## config.mk

```make
export PLATFORM = sky130hd
export DESIGN_NAME = qtable_best_hop
export DESIGN_NICKNAME = d
export VERILOG_FILES = /design/src/rtl/qtable_best_hop.sv
export SDC_FILE = /design/constraint.sdc
export NUM_CORES = 1
export LEC_CHECK = 0
export ABC_AREA = 1
export BUFFER_PORTS_ARGS = -buffer_cell sky130_fd_sc_hd__clkbuf_2
export CORE_MARGIN = 3
export CORE_UTILIZATION = 55
export DETAILED_ROUTE_END_ITERATION = 10
export GPL_TIMING_DRIVEN = 0
export HOLD_SLACK_MARGIN = 0.15
export PLACE_DENSITY = 0.74
export SYNTH_ARGS = -nofsm -noshare
export SYNTH_HDL_FRONTEND = slang
export SYNTH_SLANG_ARGS = --single-unit
```

## constraint.sdc

```tcl
create_clock -name clock -period 3.36 [get_ports clock]
set_input_delay 0.336 -clock clock [delete_from_list [all_inputs] [get_ports clock]]
set_output_delay 0.336 -clock clock [all_outputs]
set_load 0.05 [all_outputs]
```

## src/rtl/qtable_best_hop.sv

```systemverilog
// Walks the neighbor Q-table in node memory and reports the eligible neighbor with the
// highest Q-value (energy breaks ties, then the lower index is kept).
module qtable_best_hop #(
  parameter logic [10:0] NCOUNT_ADDR   = 11'd64,
  parameter logic [10:0] TABLE_BASE    = 11'd72,
  parameter int unsigned ENTRY_STRIDE  = 8,
  parameter int unsigned MAX_NEIGHBORS = 32
) (
  input  logic        clock,
  input  logic        nrst,
  input  logic        en,
  input  logic        start,
  input  logic [15:0] fclusterID,
  input  logic [15:0] data_in,
  output logic [10:0] address,
  output logic [15:0] bestID,
  output logic [15:0] bestQ,
  output logic [15:0] bestEnergy,
  output logic        found,
  output logic        busy,
  output logic        done
);

  localparam logic [2:0] IDLE     = 3'd0;
  localparam logic [2:0] RD_COUNT = 3'd1;
  localparam logic [2:0] STREAM   = 3'd2;
  localparam logic [2:0] DRAIN    = 3'd3;
  localparam logic [2:0] FINISH   = 3'd4;

  // Jump from an entry's cluster word to the next entry's nodeID word.
  localparam logic [10:0] STRIDE_JUMP = 11'(ENTRY_STRIDE - 6);
  localparam logic [15:0] MAX_N       = 16'(MAX_NEIGHBORS);

  logic [2:0]  state_q;
  logic [10:0] addr_q;
  logic [17:0] word_q, last_word_q;
  logic        rd_wait_q;
  logic        iss0_q, iss1_q;  // table read issued / sampled by the RAM
  logic [1:0]  fld_q;
  logic [15:0] stg_id_q, stg_e_q, stg_q_q;
  logic        cmp_vld_q;
  logic [15:0] cmp_id_q, cmp_e_q, cmp_q_q, cmp_cl_q;
  logic        best_vld_q;
  logic [15:0] best_id_q, best_e_q, best_q_q;
  logic [15:0] out_id_q, out_e_q, out_q_q;
  logic        found_q, busy_q, done_q;

  logic [15:0] n_clamped;
  logic        cmp_elig, cmp_better, take;
  logic [15:0] fin_id, fin_e, fin_q;
  logic        fin_vld;

  always_comb begin
    n_clamped  = (data_in > MAX_N) ? MAX_N : data_in;
    cmp_elig   = cmp_vld_q && (cmp_e_q != 16'd0) &&
                 ((fclusterID == 16'hFFFF) || (cmp_cl_q == fclusterID));
    cmp_better = !best_vld_q || (cmp_q_q > best_q_q) ||
                 ((cmp_q_q == best_q_q) && (cmp_e_q > best_e_q));
    take       = cmp_elig && cmp_better;
    // The last entry is still in the compare stage on the finishing edge.
    fin_id     = take ? cmp_id_q : best_id_q;
    fin_e      = take ? cmp_e_q  : best_e_q;
    fin_q      = take ? cmp_q_q  : best_q_q;
    fin_vld    = take || best_vld_q;
  end

  always_ff @(posedge clock) begin
    if (!nrst) begin
      state_q     <= IDLE;
      addr_q      <= '0;
      word_q      <= '0;
      last_word_q <= '0;
      rd_wait_q   <= 1'b0;
      iss0_q      <= 1'b0;
      iss1_q      <= 1'b0;
      fld_q       <= '0;
      stg_id_q    <= '0;
      stg_e_q     <= '0;
      stg_q_q     <= '0;
      cmp_vld_q   <= 1'b0;
      cmp_id_q    <= '0;
      cmp_e_q     <= '0;
      cmp_q_q     <= '0;
      cmp_cl_q    <= '0;
      best_vld_q  <= 1'b0;
      best_id_q   <= '0;
      best_e_q    <= '0;
      best_q_q    <= '0;
      out_id_q    <= '0;
      out_e_q     <= '0;
      out_q_q     <= '0;
      found_q     <= 1'b0;
      busy_q      <= 1'b0;
      done_q      <= 1'b0;
    end else if ((state_q != IDLE) && !en) begin
      state_q   <= IDLE;
      busy_q    <= 1'b0;
      done_q    <= 1'b0;
      rd_wait_q <= 1'b0;
      iss0_q    <= 1'b0;
      iss1_q    <= 1'b0;
      cmp_vld_q <= 1'b0;
    end else begin
      done_q    <= 1'b0;
      iss1_q    <= iss0_q;
      cmp_vld_q <= 1'b0;

      if (iss1_q) begin
        fld_q <= fld_q + 2'd1;
        case (fld_q)
          2'd0: stg_id_q <= data_in;
          2'd1: stg_e_q  <= data_in;
          2'd2: stg_q_q  <= data_in;
          default: begin
            cmp_vld_q <= 1'b1;
            cmp_id_q  <= stg_id_q;
            cmp_e_q   <= stg_e_q;
            cmp_q_q   <= stg_q_q;
            cmp_cl_q  <= data_in;
          end
        endcase
      end

      if (take) begin
        best_vld_q <= 1'b1;
        best_id_q  <= cmp_id_q;
        best_e_q   <= cmp_e_q;
        best_q_q   <= cmp_q_q;
      end

      case (state_q)
        IDLE: begin
          if (start && en) begin
            state_q    <= RD_COUNT;
            addr_q     <= NCOUNT_ADDR;
            busy_q     <= 1'b1;
            rd_wait_q  <= 1'b1;
            iss0_q     <= 1'b0;
            iss1_q     <= 1'b0;
            fld_q      <= '0;
            best_vld_q <= 1'b0;
            best_id_q  <= '0;
            best_e_q   <= '0;
            best_q_q   <= '0;
          end
        end
        RD_COUNT: begin
          if (rd_wait_q) begin
            rd_wait_q <= 1'b0;
          end else if (n_clamped == 16'd0) begin
            state_q <= FINISH;
          end else begin
            state_q     <= STREAM;
            addr_q      <= TABLE_BASE;
            word_q      <= '0;
            last_word_q <= {n_clamped, 2'b00} - 18'd1;
            iss0_q      <= 1'b1;
          end
        end
        STREAM: begin
          if (word_q == last_word_q) begin
            state_q <= DRAIN;
            iss0_q  <= 1'b0;
          end else begin
            addr_q <= (word_q[1:0] == 2'd3) ? addr_q + STRIDE_JUMP : addr_q + 11'd2;
            word_q <= word_q + 18'd1;
            iss0_q <= 1'b1;
          end
        end
        DRAIN: begin
          // Last cluster word lands this edge once no further reads are in flight.
          if (iss1_q && !iss0_q) state_q <= FINISH;
        end
        FINISH: begin
          out_id_q <= fin_id;
          out_e_q  <= fin_e;
          out_q_q  <= fin_q;
          found_q  <= fin_vld;
          done_q   <= 1'b1;
          busy_q   <= 1'b0;
          state_q  <= IDLE;
        end
        default: state_q <= IDLE;
      endcase
    end
  end

  assign address    = addr_q;
  assign bestID     = out_id_q;
  assign bestQ      = out_q_q;
  assign bestEnergy = out_e_q;
  assign found      = found_q;
  assign busy       = busy_q;
  assign done       = done_q;

endmodule

```

==> metrics.txt, run 1 <==
CTS tree=done; clock buffer depth=3; fmax=0.3849 GHz; core area=23,050 µm²; H-tree depth=1; Worst path slowest cell=clkbuf_1; PD cells=565.0 nW/µm²; Synth top area share=40.53%; total grt overflow=0; Top delay family on crit path=simple AND/OR/NAND/NOR gates; synth top area cells=dfxtp_1, nand2_1, a21oi_1; number of flops mapped to enable cells by yosys=0; DP HPWL=25,990 µm; Routed WL per cell=14.91 µm; Worst setup SP type=flop; P_leak=6.283 nW; number of global-route vias before repair=11,443; Die Width=160.6 µm; final setup violation count=0; Total Neg Setup Slack=0 ns; clk_lat worst skew=0.54 ns; worst reg2reg endpoint=bestID[4]; initial antenna violation count=0; CP required=3.80 ns; number of gates resized after cts=0; area of the multi-input gates=6322 µm²; combined buffer and inverter count along the critical path=4; Synth cell types=44; # DRC=0; slew margin rel.=51.96%; vias per cell=5.225; post-synth top area cell=dfxtp_1; Worst Hold Class=input port to flop; DIE AREA=25,780 µm²; worst-path fanout max=10; crit-path max cell delay=0.39 ns; CTS Sinks=266; mapped cell area=13,140 µm²; R2R Path Start=best_q_q[7]; Synth top cells by count=nand2_1, dfxtp_1, inv_1, a21oi_1, nand3_1; Setup Fix Bufs, Post-CTS=0; remaining antenna violation count after routing=0; Setup crit end kind=flop; drt first pass iters=5; RSZ-0062 raised after global routing=no; total routed wirelength=35,000 µm; Initial Util=56.99%; Fin Clk Skew=0.01655 ns; CTS Buf Count=28; setup ws final=0.7620 ns; cell mode on critical path=nand2_1; Buffers on Ports=94; Cell Chain, Critical Path=inv_1, ha_1, nand2_1, inv_1, a21oi_1, nand3_1, nand2_1, nand2_1, nand2_1, nand3_1, nand2_1, clkbuf_1, nand2_1, nand2_1, nand2_1, nand2_1, inv_1; via count=12,262; Slew Viols, Final=0; cells after synthesis=1,887; first-pass GRT wire length=56,570 µm; gr usage total=26.42%; n_diodes=0; Final Cycle Share=77.32%; Post-CTS Hold Fix Bufs=1; min Tclk post-route=2.598 ns; R2R Setup Slk=0.76 ns; Final Util=65.15%; outcome=completed; row count=55; Synth Register Bits=266; top-count cell post-synth=nand2_1; Placer Congestion=0.9431; Boundary Pins=98; Ys Warns=0; hold path endpoint=stg_q_q[10]; syn avg cell area=6.962 µm²; sequential fraction of the synthesis area=40.53%; proportion of layout cells with a drive suffix above 1=10.72%; Die Ht=160.6 µm; PnR Total Power=8.485 mW; Reg clk slew, reported paths=0.06 ns; FF-to-FF path depth=17; CP Class=flop to flop; Hold Vio Cnt, Final=0; IR Drop Worst-Case VDD=0.0004034 V; Placement Setup Slack=0.7705 ns; fin nets=2,088; asr flop ratio synth=0%; Post-synth top flop=dfxtp_1; root buf cell=clkbuf_16; Register Area=5325 µm²; hold depth=3; HP Start=data_in[10]; Iter 0 DRT Violations=910; largest net degree at the start of global routing=14; Worst Max-Slew Pin Slew=0.7207 ns; Syn-to-layout area delta=14.31%; WP data arrival=3.04 ns; post-synth net total=1,963; Fill cells=2,083; Max-cap violations=0; hold_ws=0.1783 ns
==> layer usage <==
| metal | track usage [%] | vias to the layer above | share of wire [%] |
|---|---|---|---|
| li1 | - | 6299 | - |
| met1 | 34.87 | 5517 | 44 |
| met2 | 45.01 | 380 | 47 |
| met3 | 3.327 | 66 | 5.8 |
| met4 | 8.639 | 0 | 3.1 |
| met5 | 0 | - | 0 |
==> logic make-up (layout without fill, tap and decap cells) <==
| group | count (synthesis) | after routing | share of synthesized area [%] |
|---|---|---|---|
| other | 1 | 1 | 0.02854 |
| adder cells (fa/ha/maj) | 40 | 40 | 3.810 |
| XOR/XNOR | 30 | 30 | 2.000 |
| buffers and inverters | 365 | 512 | 11.34 |
| AND/OR/NAND/NOR | 821 | 821 | 26.90 |
| flip-flops | 266 | 266 | 40.53 |
| AO/OA/AOI/OAI | 364 | 364 | 15.39 |
==> cells in the final DEF, fill, tap and decap left out, types with 2 or more instances in the layout <==
cell type and count:
a211oi_1 3, o21ai_2 2, o21ai_0 75, nor3_4 3
clkbuf_2 95, buf_2 19, o21a_1 49, dfxtp_1 266
or2_2 5, buf_6 9, clkinv_1 2, nor2_2 3
clkbuf_8 8, clkbuf_16 29, xor2_1 19, inv_2 7
clkinv_2 6, o211ai_1 2, xnor2_1 11, buf_4 6
clkbuf_1 66, inv_1 251, nand3_1 194, nor2_4 6
nor3_1 18, nor2_1 81, buf_1 7, nand4_1 15
nand2_2 4, o21ai_1 5, a21oi_1 217, bufinv_16 4
nand2_1 483, a21o_1 2, ha_1 40, a211oi_2 5
nor4_1 4
==> registers in the layout, indices dropped and copies added, names as in the netlist, 16 cells and up <==
| register | flops |
|---|---|
| best_e_q | 16 |
| best_id_q | 16 |
| word_q | 18 |
| bestID | 16 |
| bestQ | 16 |
| cmp_q_q | 16 |
| cmp_id_q | 16 |
| stg_q_q | 16 |
| stg_id_q | 16 |
| cmp_e_q | 16 |
| bestEnergy | 16 |
| last_word_q | 17 |
| cmp_cl_q | 16 |
| stg_e_q | 16 |
| best_q_q | 16 |
==> layout make-up <==
type	instances	share of cell area (%)
repair buffers	95	3.199
flip-flops and latches	266	35.46
inverters	261	6.557
clock buffers	41	5.665
multi-input cells	1256	42.10
clock inverters	11	1.050
well taps	313	2.608
plain buffers	104	3.366
==> through the flow <==
stage / std cells / cell area, µm²
6_report: 2347 / 15020
5_1_grt: 2347 / 15020
4_1_cts: 2347 / 15020
3_5_place_dp: 2294 / 14000
3_3_place_gp: 2294 / 14000
2_1_floorplan: 1887 / 13140
==> worst reg2reg max path, cell delays in order (launching register included) <==
cell	delay, ns
dfxtp_1	0.34
inv_1	0.07
ha_1	0.28
nand2_1	0.14
inv_1	0.06
a21oi_1	0.16
nand3_1	0.09
nand2_1	0.07
nand2_1	0.05
nand2_1	0.09
nand3_1	0.19
nand2_1	0.18
clkbuf_1	0.39
nand2_1	0.14
nand2_1	0.10
nand2_1	0.05
nand2_1	0.06
inv_1	0.03
==> how the worst max path moves through the flow <==
stage | startpoint | endpoint | slack [ns] | cells past startpoint
3_3_place_gp | best_q_q[7] | bestID[5] | 0.80 | 14
6_report | best_q_q[7] | bestID[4] | 0.76 | 17
2_1_floorplan | address[1] | address[9] | 1.33 | 10
4_1_cts | best_q_q[7] | bestID[4] | 0.74 | 17
3_5_place_dp | best_q_q[7] | bestID[4] | 0.77 | 17
5_1_grt | best_q_q[7] | bestID[3] | 0.42 | 17
==> power breakdown <==
group          internal (mW)  switching (mW)  leakage (nW)  total (mW)
registers               3.32           0.109          2.15        3.42
clock network           2.05            1.28         0.500        3.33
logic                  0.502            1.23          3.64        1.73
total                   5.87            2.61          6.28        8.48
(Power assumes the default switching activity.)
==> run 2, diff against run 1 <==
- ABC_AREA: 1 -> 0
- CORE_UTILIZATION: 55 -> 54
- PLACE_DENSITY: 0.74 -> 0.76
- clock period: 3.36 -> 2.1 ns (I/O delays scaled with it)
==> run 2 against run 1 <==
  * The flow now finishes with violations (negative setup slack)
  * Die area fell by 6.9%
  * Clock skew fell by 0.0025 ns
  * Sequential share of layout area fell by 2.1 points
  * Sequential power rose by 54%
  * Combinational power fell by 21%
  * Synthesized cell count fell by 22%
  * Clock power rose by 51%
  * Register-to-register slack got worse by 1.6 ns
  * Wire length rose by 13%
  * Critical endpoint is now best_e_q[7]
  * Largest cell class unchanged
==> metrics.txt, run 2 <==
outcome=finished, violations left; failing checks=negative setup slack; Synth top cells by count=nand2_1, dfxtp_1, a21oi_1, nand3_1, nor3_1; Reg power frac=45.1% (+4.7 points); RSZ-0062 raised after global routing=yes; R2R Path Start=best_e_q[14]; Boundary Pins=98 (unchanged); first-pass GRT wire length=57,070 µm (+0.89%); Iter 0 DRT Violations=1,045 (+15%); IR Drop Worst-Case VDD=0.0005343 V (+32%); Clk pwr share=43.2% (+4.0 points); Worst Max-Slew Pin Slew=0.9543 ns (+0.2336 ns); final setup violation count=110 (+110); Synth Register Bits=266 (unchanged); post-synth top area cell=dfxtp_1; proportion of layout cells with a drive suffix above 1=30.13% (+19 points); Syn-to-layout area delta=34.83%; R2R Setup Slk=-0.81 ns (-1.57 ns); asr flop ratio synth=0% (unchanged); synth top area cells=dfxtp_1, nand2_1, a21oi_1; cells after synthesis=1,465 (-22%); highest routed layer=met4; H-tree depth=1 (unchanged); syn avg cell area=8.173 µm² (+17%); Total Neg Setup Slack=-70.72 ns (-70.72 ns); fmax=0.3435 GHz (-11%); HP Start=data_in[2]; total grt overflow=0 (unchanged); Max-cap violations=0 (unchanged); clk_lat worst skew=0.55 ns (about the same); FF-to-FF path depth=12 (-5); slew margin rel.=36.38% (-16 points); crit-path max cell delay=0.50 ns (+0.11 ns); Sw Ratio=26.19% (-4.6 points); Routed met2 length=18,930 µm (+16%); setup ws final=-0.8112 ns (-1.573 ns); Die Width=154.9 µm (-3.5%); Synth top area share=44.48% (+3.9 points); hold depth=4 (+1); WP data arrival=3.35 ns (+0.31 ns); Routed WL per cell=20.37 µm (+37%); clock buffer depth=3 (unchanged); crit path from=best_e_q[14]; Placer Congestion=0.9100 (-3.5%); top-count cell post-synth=nand2_1; vias per cell=6.206 (+19%); most common cell after layout, fill and taps aside=nand2_1; via count=12,095 (-1.4%); Initial Util=55.90% (-1.1 points); total routed wirelength=39,710 µm (+13%); mapped cell area=11,970 µm² (-8.9%); commonest non-fill, non-tap cells in the layout=nand2_1, dfxtp_1, a21oi_1; Final Util=75.37% (+10 points); row count=53 (-3.6%); Die Ht=154.9 µm (-3.5%); WL met3=2987 µm (+47%); DP HPWL=24,150 µm (-7.1%); Worst setup SP type=flop; CTS Sinks=266 (unchanged); Worst path slowest cell=or4_4; Hold Vio Cnt, Final=0 (unchanged); Setup crit end kind=flop; CP Class=flop to flop; CTS Buf Count=29 (+3.6%); min Tclk post-route=2.911 ns (+0.3132 ns); CTS tree=done; remaining antenna violation count after routing=0 (unchanged); number of flops mapped to enable cells by yosys=0 (unchanged); post-synth net total=1,541 (-21%); Register Area=5379 µm² (+1.0%); fin nets=1,731 (-17%); DIE AREA=23,990 µm² (-6.9%); Ys Warns=0 (unchanged); core area=21,420 µm² (-7.1%); Fin Clk Skew=0.01405 ns (-0.002492 ns); initial antenna violation count=1 (+1); P_leak=5.857 nW (-6.8%); largest net degree at the start of global routing=15 (+1); Reg with most FFs=word_q; area of the multi-input gates=7278 µm² (+15%); Final Cycle Share=138.6% (+61 points); Post-synth top flop=dfxtp_1; Reg clk slew, reported paths=0.06 ns (about the same); Worst Hold Class=input port to flop; Logic pwr share=11.7% (-8.7 points); root buf cell=clkbuf_16; Slew Viols, Final=0 (unchanged); number of global-route vias before repair=11,041 (-3.5%); worst-path fanout max=6 (-4); Largest register FFs=18 (unchanged); sequential fraction of the synthesis area=44.48% (+3.9 points); # DRC=0 (unchanged); Cell Chain, Critical Path=inv_1, ha_1, nand4_1, or4_4, a21o_1, a31oi_4, o211a_4, buf_12, buf_8, clkbuf_16, nand3_2, o311ai_1; drt first pass iters=5 (unchanged); PD cells=721.3 nW/µm² (+28%); Synth cell types=56 (+27%); Metal-1 WL=15,770 µm (+1.7%); PnR Total Power=11.64 mW (+37%); Largest regs=word_q x18, last_word_q x17; CP required=2.54 ns (-1.26 ns); internal power=8.594 mW (+46%); gr usage total=28.68% (+2.3 points); Buffers on Ports=94 (unchanged); net switching power figure=3.050 mW (+17%); Fill cells=1,475 (-29%)
run 2: changes by cell type after synthesis, moves of 18 or more:
cell      previous run  this run
inv_1              251        43
nor2_1              81        51
nand2_1            483       313
xor2_1              19        37
a21oi_1            217       147
nor3_1              18        94
a311oi_2             0        33
nand3_1            194       101
o311ai_0             0        30
o21a_1              49        11
run 2: final timing paths:
path / to
min reg2reg: cmp_q_q[10]
min: stg_e_q[2]
max reg2reg: best_e_q[7]
max: best_e_q[7]
run 2: power groups by stage:
stage                     clock network [mW]  logic [mW]  registers (mW)
after detailed placement                   0       0.961            5.34
after global placement                     0       0.951            5.34
final                                   5.04        1.36            5.25
after global routing                    5.27        1.44            5.26
after CTS                               5.06        1.13            5.24
after floorplan                            0       0.588            5.39
run 2: critical path: cells and delay by family (launching register included):
family / cells / cell delay [ns]
and+or+nand+nor: 3 / 0.80
AOI/OAI and AO/OA: 4 / 0.79
buffers and inverters: 4 / 0.51
adders and majority gates: 1 / 0.36
DFF: 1 / 0.34
run 2: kinds of logic (layout without fill, tap and decap cells):
kind of cell,count (synthesis),in the layout,synth area share (%)
compound gates,317,317,18.20
mux,1,1,0.08361
buf+inv,154,362,5.591
fa+ha+maj,40,40,4.180
simple gates,640,640,24.07
xor+xnor,46,46,3.365
flops,266,266,44.48
other cells,1,2,0.03132
run 2: per-layer routing:
| metal | track usage (%) | vias to the layer above |
|---|---|---|
| met5 | 0 | - |
| met4 | 9.209 | 0 |
| met3 | 4.145 | 153 |
| met1 | 37.65 | 5824 |
| li1 | - | 5547 |
| met2 | 48.89 | 571 |
run 2: final cells by class:
| type | count | area share, % |
|---|---|---|
| repair buffers | 166 | 8.115 |
| flip-flops and latches | 266 | 33.32 |
| inverters | 44 | 1.054 |
| diodes | 1 | 0.01550 |
| clock buffers | 41 | 5.146 |
| well taps | 275 | 2.131 |
| clock inverters | 8 | 0.6046 |
| plain buffers | 103 | 4.526 |
| multi-input cells | 1045 | 45.09 |
run 2: timing repair:
item	4_1_cts	5_1_grt
setup buffers	17	20
hold buffers	22	3
pin swaps	21	67
gates cloned	3	8
gates resized for setup	113	221
endpoints found under the setup margin	241	223
endpoints found under the hold margin	72	1
run 2: per-stage QoR:
stage | std cells | setup slack [ns] | instance area (µm²) | hold WS, ns
2_1_floorplan | 1465 | -0.2351 | 12280 | 0.3460
3_3_place_gp | 1834 | -0.9290 | 13090 | 0.4415
3_5_place_dp | 1834 | -0.9640 | 13090 | 0.4438
4_1_cts | 1919 | -0.5707 | 14850 | 0.1571
5_1_grt | 1949 | -0.8772 | 16140 | 0.1619
6_report | 1949 | -0.8112 | 16140 | 0.1304
